File: config.mk
export PLATFORM = sky130hd
export DESIGN_NAME = mem_port_sched_flat
export DESIGN_NICKNAME = d
export VERILOG_FILES = /design/src/rtl/mem_port_sched_if.sv /design/src/rtl/mem_port_sched.sv /design/src/flat_wrapper.sv
export SDC_FILE = /design/constraint.sdc
export NUM_CORES = 1
export LEC_CHECK = 0
export BUFFER_PORTS_ARGS = -buffer_cell sky130_fd_sc_hd__clkbuf_2
export CAP_MARGIN = 15
export CORE_MARGIN = 10
export CORE_UTILIZATION = 42
export DETAILED_ROUTE_END_ITERATION = 16
export PLACE_DENSITY = 0.76
export SLEW_MARGIN = 10
export SYNTH_ARGS = -nofsm -noshare
export SYNTH_HDL_FRONTEND = slang
export SYNTH_SLANG_ARGS = --single-unit
File: constraint.sdc
create_clock -name clk -period 2.3 [get_ports clk]
set_clock_uncertainty 0.1 [all_clocks]
set_input_delay 0 -clock clk [delete_from_list [all_inputs] [get_ports clk]]
set_output_delay 0 -clock clk [all_outputs]
set_load 0.005 [all_outputs]
File: src/rtl/mem_port_sched_if.sv
// Bundle of the IF/MEM request ports and the single-port RAM side of the scheduler.
// The slave modport is the scheduler; the master modport is the surrounding pipeline and memory.
interface mem_port_sched_if #(
   parameter int AW = 32,
   parameter int DW = 32
);
   logic          if_req;
   logic [AW-1:0] if_addr;
   logic [DW-1:0] if_rdata;
   logic          if_ack;
   logic          mem_rd;
   logic          mem_wr;
   logic [AW-1:0] mem_addr;
   logic [DW-1:0] mem_wdata;
   logic [DW-1:0] mem_rdata;
   logic          mem_ack;
   logic          stall_if;
   logic          stall_mem;
   logic          ram_en;
   logic          ram_we;
   logic [AW-1:0] ram_addr;
   logic [DW-1:0] ram_wdata;
   logic [DW-1:0] ram_rdata;
   logic          ram_ready;

   modport slave (
      input  if_req, if_addr, mem_rd, mem_wr, mem_addr, mem_wdata, ram_rdata, ram_ready,
      output if_rdata, if_ack, mem_rdata, mem_ack, stall_if, stall_mem,
             ram_en, ram_we, ram_addr, ram_wdata
   );

   modport master (
      output if_req, if_addr, mem_rd, mem_wr, mem_addr, mem_wdata, ram_rdata, ram_ready,
      input  if_rdata, if_ack, mem_rdata, mem_ack, stall_if, stall_mem,
             ram_en, ram_we, ram_addr, ram_wdata
   );
endinterface

File: src/rtl/mem_port_sched.sv
// Arbitrates one single-port memory between instruction fetch and the load/store stage.
// MEM wins by default; after STARVE_MAX back-to-back MEM grants against a waiting fetch, IF is forced in.
module mem_port_sched #(
   parameter int AW         = 32,
   parameter int DW         = 32,
   parameter int STARVE_MAX = 3
) (
   input  logic            clk,
   input  logic            clrn,
   mem_port_sched_if.slave bus
);
   typedef enum logic [1:0] {IDLE, BUS_IF, BUS_MEM, DONE} state_e;

   localparam logic [3:0] STARVE_LIM = 4'(STARVE_MAX);

   state_e        state_q,     state_d;
   logic          grant_if_q,  grant_if_d;
   logic          we_q,        we_d;
   logic [AW-1:0] addr_q,      addr_d;
   logic [DW-1:0] wdata_q,     wdata_d;
   logic [DW-1:0] if_rdata_q,  if_rdata_d;
   logic [DW-1:0] mem_rdata_q, mem_rdata_d;
   logic [3:0]    starve_q,    starve_d;
   logic          mreq;

   assign mreq = bus.mem_rd | bus.mem_wr;

   always_comb begin
      // NOTE: every variable gets its hold value first so no path through the case infers a latch.
      state_d     = state_q;
      grant_if_d  = grant_if_q;
      we_d        = we_q;
      addr_d      = addr_q;
      wdata_d     = wdata_q;
      if_rdata_d  = if_rdata_q;
      mem_rdata_d = mem_rdata_q;
      starve_d    = starve_q;

      unique case (state_q)
         IDLE: begin
            if (bus.if_req && (starve_q == STARVE_LIM)) begin
               state_d    = BUS_IF;
               grant_if_d = 1'b1;
               we_d       = 1'b0;
               addr_d     = bus.if_addr;
               starve_d   = '0;
            end else if (mreq) begin
               state_d    = BUS_MEM;
               grant_if_d = 1'b0;
               we_d       = bus.mem_wr;
               addr_d     = bus.mem_addr;
               wdata_d    = bus.mem_wdata;
               // Reaching the limit forces IF on the next grant, so the count saturates there.
               starve_d   = bus.if_req ? starve_q + 4'd1 : 4'd0;
            end else if (bus.if_req) begin
               state_d    = BUS_IF;
               grant_if_d = 1'b1;
               we_d       = 1'b0;
               addr_d     = bus.if_addr;
               starve_d   = '0;
            end
         end
         BUS_IF, BUS_MEM: begin
            if (bus.ram_ready) begin
               state_d = DONE;
               if (state_q == BUS_IF) if_rdata_d = bus.ram_rdata;
               else if (!we_q)        mem_rdata_d = bus.ram_rdata;
            end
         end
         DONE:    state_d = IDLE;
         default: state_d = IDLE;
      endcase
   end

   // NOTE: sequential state uses non-blocking assignments so every register samples pre-edge values.
   always_ff @(posedge clk or negedge clrn) begin
      if (!clrn) begin
         state_q     <= IDLE;
         grant_if_q  <= 1'b0;
         we_q        <= 1'b0;
         addr_q      <= '0;
         wdata_q     <= '0;
         if_rdata_q  <= '0;
         mem_rdata_q <= '0;
         starve_q    <= '0;
      end else begin
         state_q     <= state_d;
         grant_if_q  <= grant_if_d;
         we_q        <= we_d;
         addr_q      <= addr_d;
         wdata_q     <= wdata_d;
         if_rdata_q  <= if_rdata_d;
         mem_rdata_q <= mem_rdata_d;
         starve_q    <= starve_d;
      end
   end

   // Strobes decode straight from the state register, so reset clears them without waiting for a clock.
   assign bus.ram_en    = (state_q == BUS_IF) || (state_q == BUS_MEM);
   assign bus.ram_we    = bus.ram_en & we_q;
   assign bus.ram_addr  = addr_q;
   assign bus.ram_wdata = wdata_q;
   assign bus.if_ack    = (state_q == DONE) &  grant_if_q;
   assign bus.mem_ack   = (state_q == DONE) & ~grant_if_q;
   assign bus.if_rdata  = if_rdata_q;
   assign bus.mem_rdata = mem_rdata_q;
   assign bus.stall_if  = bus.if_req & ~bus.if_ack;
   assign bus.stall_mem = mreq & ~bus.mem_ack;
endmodule
File: src/flat_wrapper.sv
// flat-port wrapper written by rule: the top's interface ports become plain ports
module mem_port_sched_flat 
#(
   parameter int AW         = 32,
   parameter int DW         = 32,
   parameter int STARVE_MAX = 3
)
  (clk, clrn, bus_if_req, bus_if_addr, bus_mem_rd, bus_mem_wr, bus_mem_addr, bus_mem_wdata, bus_ram_rdata, bus_ram_ready, bus_if_rdata, bus_if_ack, bus_mem_rdata, bus_mem_ack, bus_stall_if, bus_stall_mem, bus_ram_en, bus_ram_we, bus_ram_addr, bus_ram_wdata);
  mem_port_sched_if #(.AW(AW), .DW(DW)) bus_i ();
  input  logic clk;
  input  logic clrn;
  input wire logic [$bits(bus_i.if_req)-1:0] bus_if_req;
  input wire logic [$bits(bus_i.if_addr)-1:0] bus_if_addr;
  input wire logic [$bits(bus_i.mem_rd)-1:0] bus_mem_rd;
  input wire logic [$bits(bus_i.mem_wr)-1:0] bus_mem_wr;
  input wire logic [$bits(bus_i.mem_addr)-1:0] bus_mem_addr;
  input wire logic [$bits(bus_i.mem_wdata)-1:0] bus_mem_wdata;
  input wire logic [$bits(bus_i.ram_rdata)-1:0] bus_ram_rdata;
  input wire logic [$bits(bus_i.ram_ready)-1:0] bus_ram_ready;
  output wire logic [$bits(bus_i.if_rdata)-1:0] bus_if_rdata;
  output wire logic [$bits(bus_i.if_ack)-1:0] bus_if_ack;
  output wire logic [$bits(bus_i.mem_rdata)-1:0] bus_mem_rdata;
  output wire logic [$bits(bus_i.mem_ack)-1:0] bus_mem_ack;
  output wire logic [$bits(bus_i.stall_if)-1:0] bus_stall_if;
  output wire logic [$bits(bus_i.stall_mem)-1:0] bus_stall_mem;
  output wire logic [$bits(bus_i.ram_en)-1:0] bus_ram_en;
  output wire logic [$bits(bus_i.ram_we)-1:0] bus_ram_we;
  output wire logic [$bits(bus_i.ram_addr)-1:0] bus_ram_addr;
  output wire logic [$bits(bus_i.ram_wdata)-1:0] bus_ram_wdata;
  assign bus_i.if_req = bus_if_req;
  assign bus_i.if_addr = bus_if_addr;
  assign bus_i.mem_rd = bus_mem_rd;
  assign bus_i.mem_wr = bus_mem_wr;
  assign bus_i.mem_addr = bus_mem_addr;
  assign bus_i.mem_wdata = bus_mem_wdata;
  assign bus_i.ram_rdata = bus_ram_rdata;
  assign bus_i.ram_ready = bus_ram_ready;
  assign bus_if_rdata = bus_i.if_rdata;
  assign bus_if_ack = bus_i.if_ack;
  assign bus_mem_rdata = bus_i.mem_rdata;
  assign bus_mem_ack = bus_i.mem_ack;
  assign bus_stall_if = bus_i.stall_if;
  assign bus_stall_mem = bus_i.stall_mem;
  assign bus_ram_en = bus_i.ram_en;
  assign bus_ram_we = bus_i.ram_we;
  assign bus_ram_addr = bus_i.ram_addr;
  assign bus_ram_wdata = bus_i.ram_wdata;
  mem_port_sched #(.AW(AW), .DW(DW), .STARVE_MAX(STARVE_MAX)) u_core (.clk(clk), .clrn(clrn), .bus(bus_i));
endmodule
==> summary.md <==
| Metric | Value |
|---|---|
| Outcome | `complete, no violations` |
| I/O pin cnt | `268` |
| Root buf cell | `clkbuf_16` |
| Max-Cap Viols | `0` |
| Hpwl dp | `11.94 mm` |
| Drt wl/cell | `18.48 um` |
| Critical Path End Type | `flop` |
| Max Freq | `490.1 MHz` |
| Share of layout cells above drive strength 1 | `0.4890` |
| Filler Cell Count | `894` |
| Final WL | `18.51 mm` |
| Area fraction of the dominant cell type after synthesis | `0.6006` |
| PostCTS Resize Cnt | `0` |
| Top post-synthesis cells by area | `dfrtp_1 (60%), mux2_2 (13%), mux2_4 (7.4%), mux2i_1 (5.7%), o21ai_0 (3.4%)` |
| Max-slew violations | `0` |
| Worst-path clk slew | `0.06 ns` |
| Worst skew pair latency | `0.40 ns` |
| R2R cell count | `6` |
| Leakage power | `0.004558 uW` |
| Worst slew pin tran | `0.5851 ns` |
| Syn nets | `540` |
| Main synth FF type | `dfrtp_1` |
| Final ANT Viol Nets | `0` |
| Vias in the first global route | `5,395` |
| Crit path DAT | `2.22 ns` |
| PD cells | `1283 nW/um^2` |
| DRT Pass-1 Iters | `4` |
| RSZ-0062 raised after global routing | `false` |
| Yosys reg bits | `136` |
| Part of the Yosys area used for sequential elements | `0.6006` |
| H-tree Lvls | `4` |
| Starting density of the core | `0.4279` |
| WP data required | `2.48 ns` |
| Initial antenna violation count | `4` |
| DRC viols | `0` |
| HP Class | `primary input to asynchronous set/reset pin` |
| Worst slack, placed | `0.2607 ns` |
| Die footprint | `18,540 um^2` |
| Count of final hold-check violations | `0` |
| Post-synth EDFFs | `0` |
| Synth cell types | `35` |
| All-Layer GR Usage | `0.1976` |
| IO buf count | `267` |
| Reg2reg start | `u_core.state_q[0]` |
| Hold_buf cts | `133` |
| Area leader, netlist | `dfrtp_1` |
| Worst setup margin | `0.2596 ns` |
| Footprint of the multi-input gates | `2126 um^2` |
| GP Congestion | `0.8381` |
| Site Rows | `42` |
| DR vias | `4,848` |
| Largest net degree at the start of global routing | `71` |
| Clock Sinks | `136` |
| Critical path type | `flop to flop` |
| Sequential Area | `3403 um^2` |
| CTS Buffer Depth | `2` |
| Peak VDD IR | `0.6784 mV` |
| Syn avg cell area | `14.10 um^2` |
| Nets | `945` |
| CTS tree | `built` |
| Post-route minimum period | `2.040 ns` |
| Setup_tns | `0 ns` |
| First-pass GRT wire length | `28.95 mm` |
| Core area | `13,240 um^2` |
| Worst setup startpoint | `u_core.state_q[0]` |
| DR vias/cell | `4.838` |
| Synth Cell Area | `5667 um^2` |
| Slew margin rel. | `0.6099` |
| Synth warnings | `0` |
| Hold Slack | `0.01494 ns` |
| CP Max Fanout | `32` |
| Post-CTS Setup Bufs | `0` |
| Die Span Y | `136.2 um` |
| Initial DRC Count | `224` |
| Share of synthesized registers carrying an async set or reset | `1.000` |
| Die Wd | `136.2 um` |
| Crit share post-route | `0.8872` |
| Area grow syn2layout | `63.06%` |
| Congestion Overflow GR | `0` |
| Crit start category | `flop` |
| CTS Buf Count | `17` |
| Post-Synthesis Cells | `402` |
| Final setup violation count | `0` |
[logic make-up (layout without fill, tap and decap cells)]
family	count (synthesis)	in the layout	synth area share
AND/OR/NAND/NOR	59	59	0.05100
other	0	6	0
adder cells (fa/ha/maj)	4	4	0.008832
flip-flops	136	136	0.6006
AO/OA/AOI/OAI	49	49	0.04637
multiplexers	128	128	0.2658
buffers and inverters	26	444	0.02738
[worst paths after layout]
| check | endpoint | slack, ns |
|---|---|---|
| worst max-delay path | u_core.bus.mem_rdata[1] | 0.26 |
| worst min-delay path | u_core.bus.if_rdata[14] | 0.01 |
| worst max register to register | u_core.bus.mem_rdata[1] | 0.26 |
| worst min register to register | u_core.bus.ram_addr[16] | 0.37 |
| max in group asynchronous | u_core.bus.ram_addr[23] | 1.34 |
| min in group clk | u_core.bus.ram_wdata[17] | 0.26 |
[layout make-up]
type                    instances  area share
diodes                          6    0.001625
clock buffers                  22     0.04915
clock inverters                10     0.02316
inverters                       5    0.002031
multi-input cells             240      0.2301
flip-flops and latches        136      0.3683
well taps                     176     0.02383
repair buffers                407      0.3018
[state kept, by name (all words and copies together) (netlist names)]
| register | cells |
|---|---|
| u_core.grant_if_q | 1 |
| u_core.bus.mem_rdata | 32 |
| u_core.starve_q | 4 |
| u_core.state_q | 2 |
| u_core.we_q | 1 |
| u_core.bus.if_rdata | 32 |
| u_core.bus.ram_addr | 32 |
| u_core.bus.ram_wdata | 32 |
[where the power goes]
group	internal, uW	switching [uW]
combinational	2460	1980
clock	2070	1000
sequential	3610	729
total	8140	3710
[synth_stat cells (2+ instances only)]
cell type,instances
a31oi_1,2
nand3_1,3
dfrtp_1,136
nor2_1,6
inv_1,5
ha_1,4
and2_1,2
a21oi_1,3
mux2_2,66
buf_6,6
buf_2,7
mux2_4,28
nor2b_1,2
mux2i_1,32
mux2_1,2
buf_1,2
clkbuf_1,5
nand2_1,37
o21ai_0,38
[layout by cell type (no fill, tap or decap), types with 2 or more instances in the layout]
master,n
inv_1,5
a31oi_1,2
inv_6,2
nor2_1,6
nor2b_1,2
o21ai_0,38
and2_1,2
buf_4,2
nand3_1,3
buf_12,5
mux2i_1,32
mux2_1,2
a21oi_1,3
clkbuf_16,17
diode_2,6
mux2_4,28
nand2_1,37
clkbuf_1,4
dfrtp_1,136
dlygate4sd3_1,133
clkbuf_2,266
bufinv_16,6
ha_1,4
mux2_2,66
[per-layer routing]
layer	GRT usage	routed length, um	vias up
met4	0.1083	654	0
met2	0.3253	9252	220
met5	0	0	-
met1	0.2148	6844	2330
met3	0.07749	1761	53
li1	-	-	2245
[worst max-delay path, stage by stage (launching register included)]
cell	delay (ns)
dfrtp_1	0.41
inv_1	0.06
ha_1	0.43
nand2_1	0.14
nor3_4	0.17
buf_12	0.23
mux2_1	0.36
[per-stage QoR]
step	instances	util	total power, uW	area [um^2]
4_1_cts	996	0.6966	11910	9225
6_report	1002	0.6978	11850	9240
5_1_grt	1001	0.6976	12550	9238
3_3_place_gp	831	0.5456	8364	7226
2_1_floorplan	402	-	6545	5667
3_5_place_dp	831	0.5456	8596	7226
No activity file was read; power rests on OpenSTA's default activity.
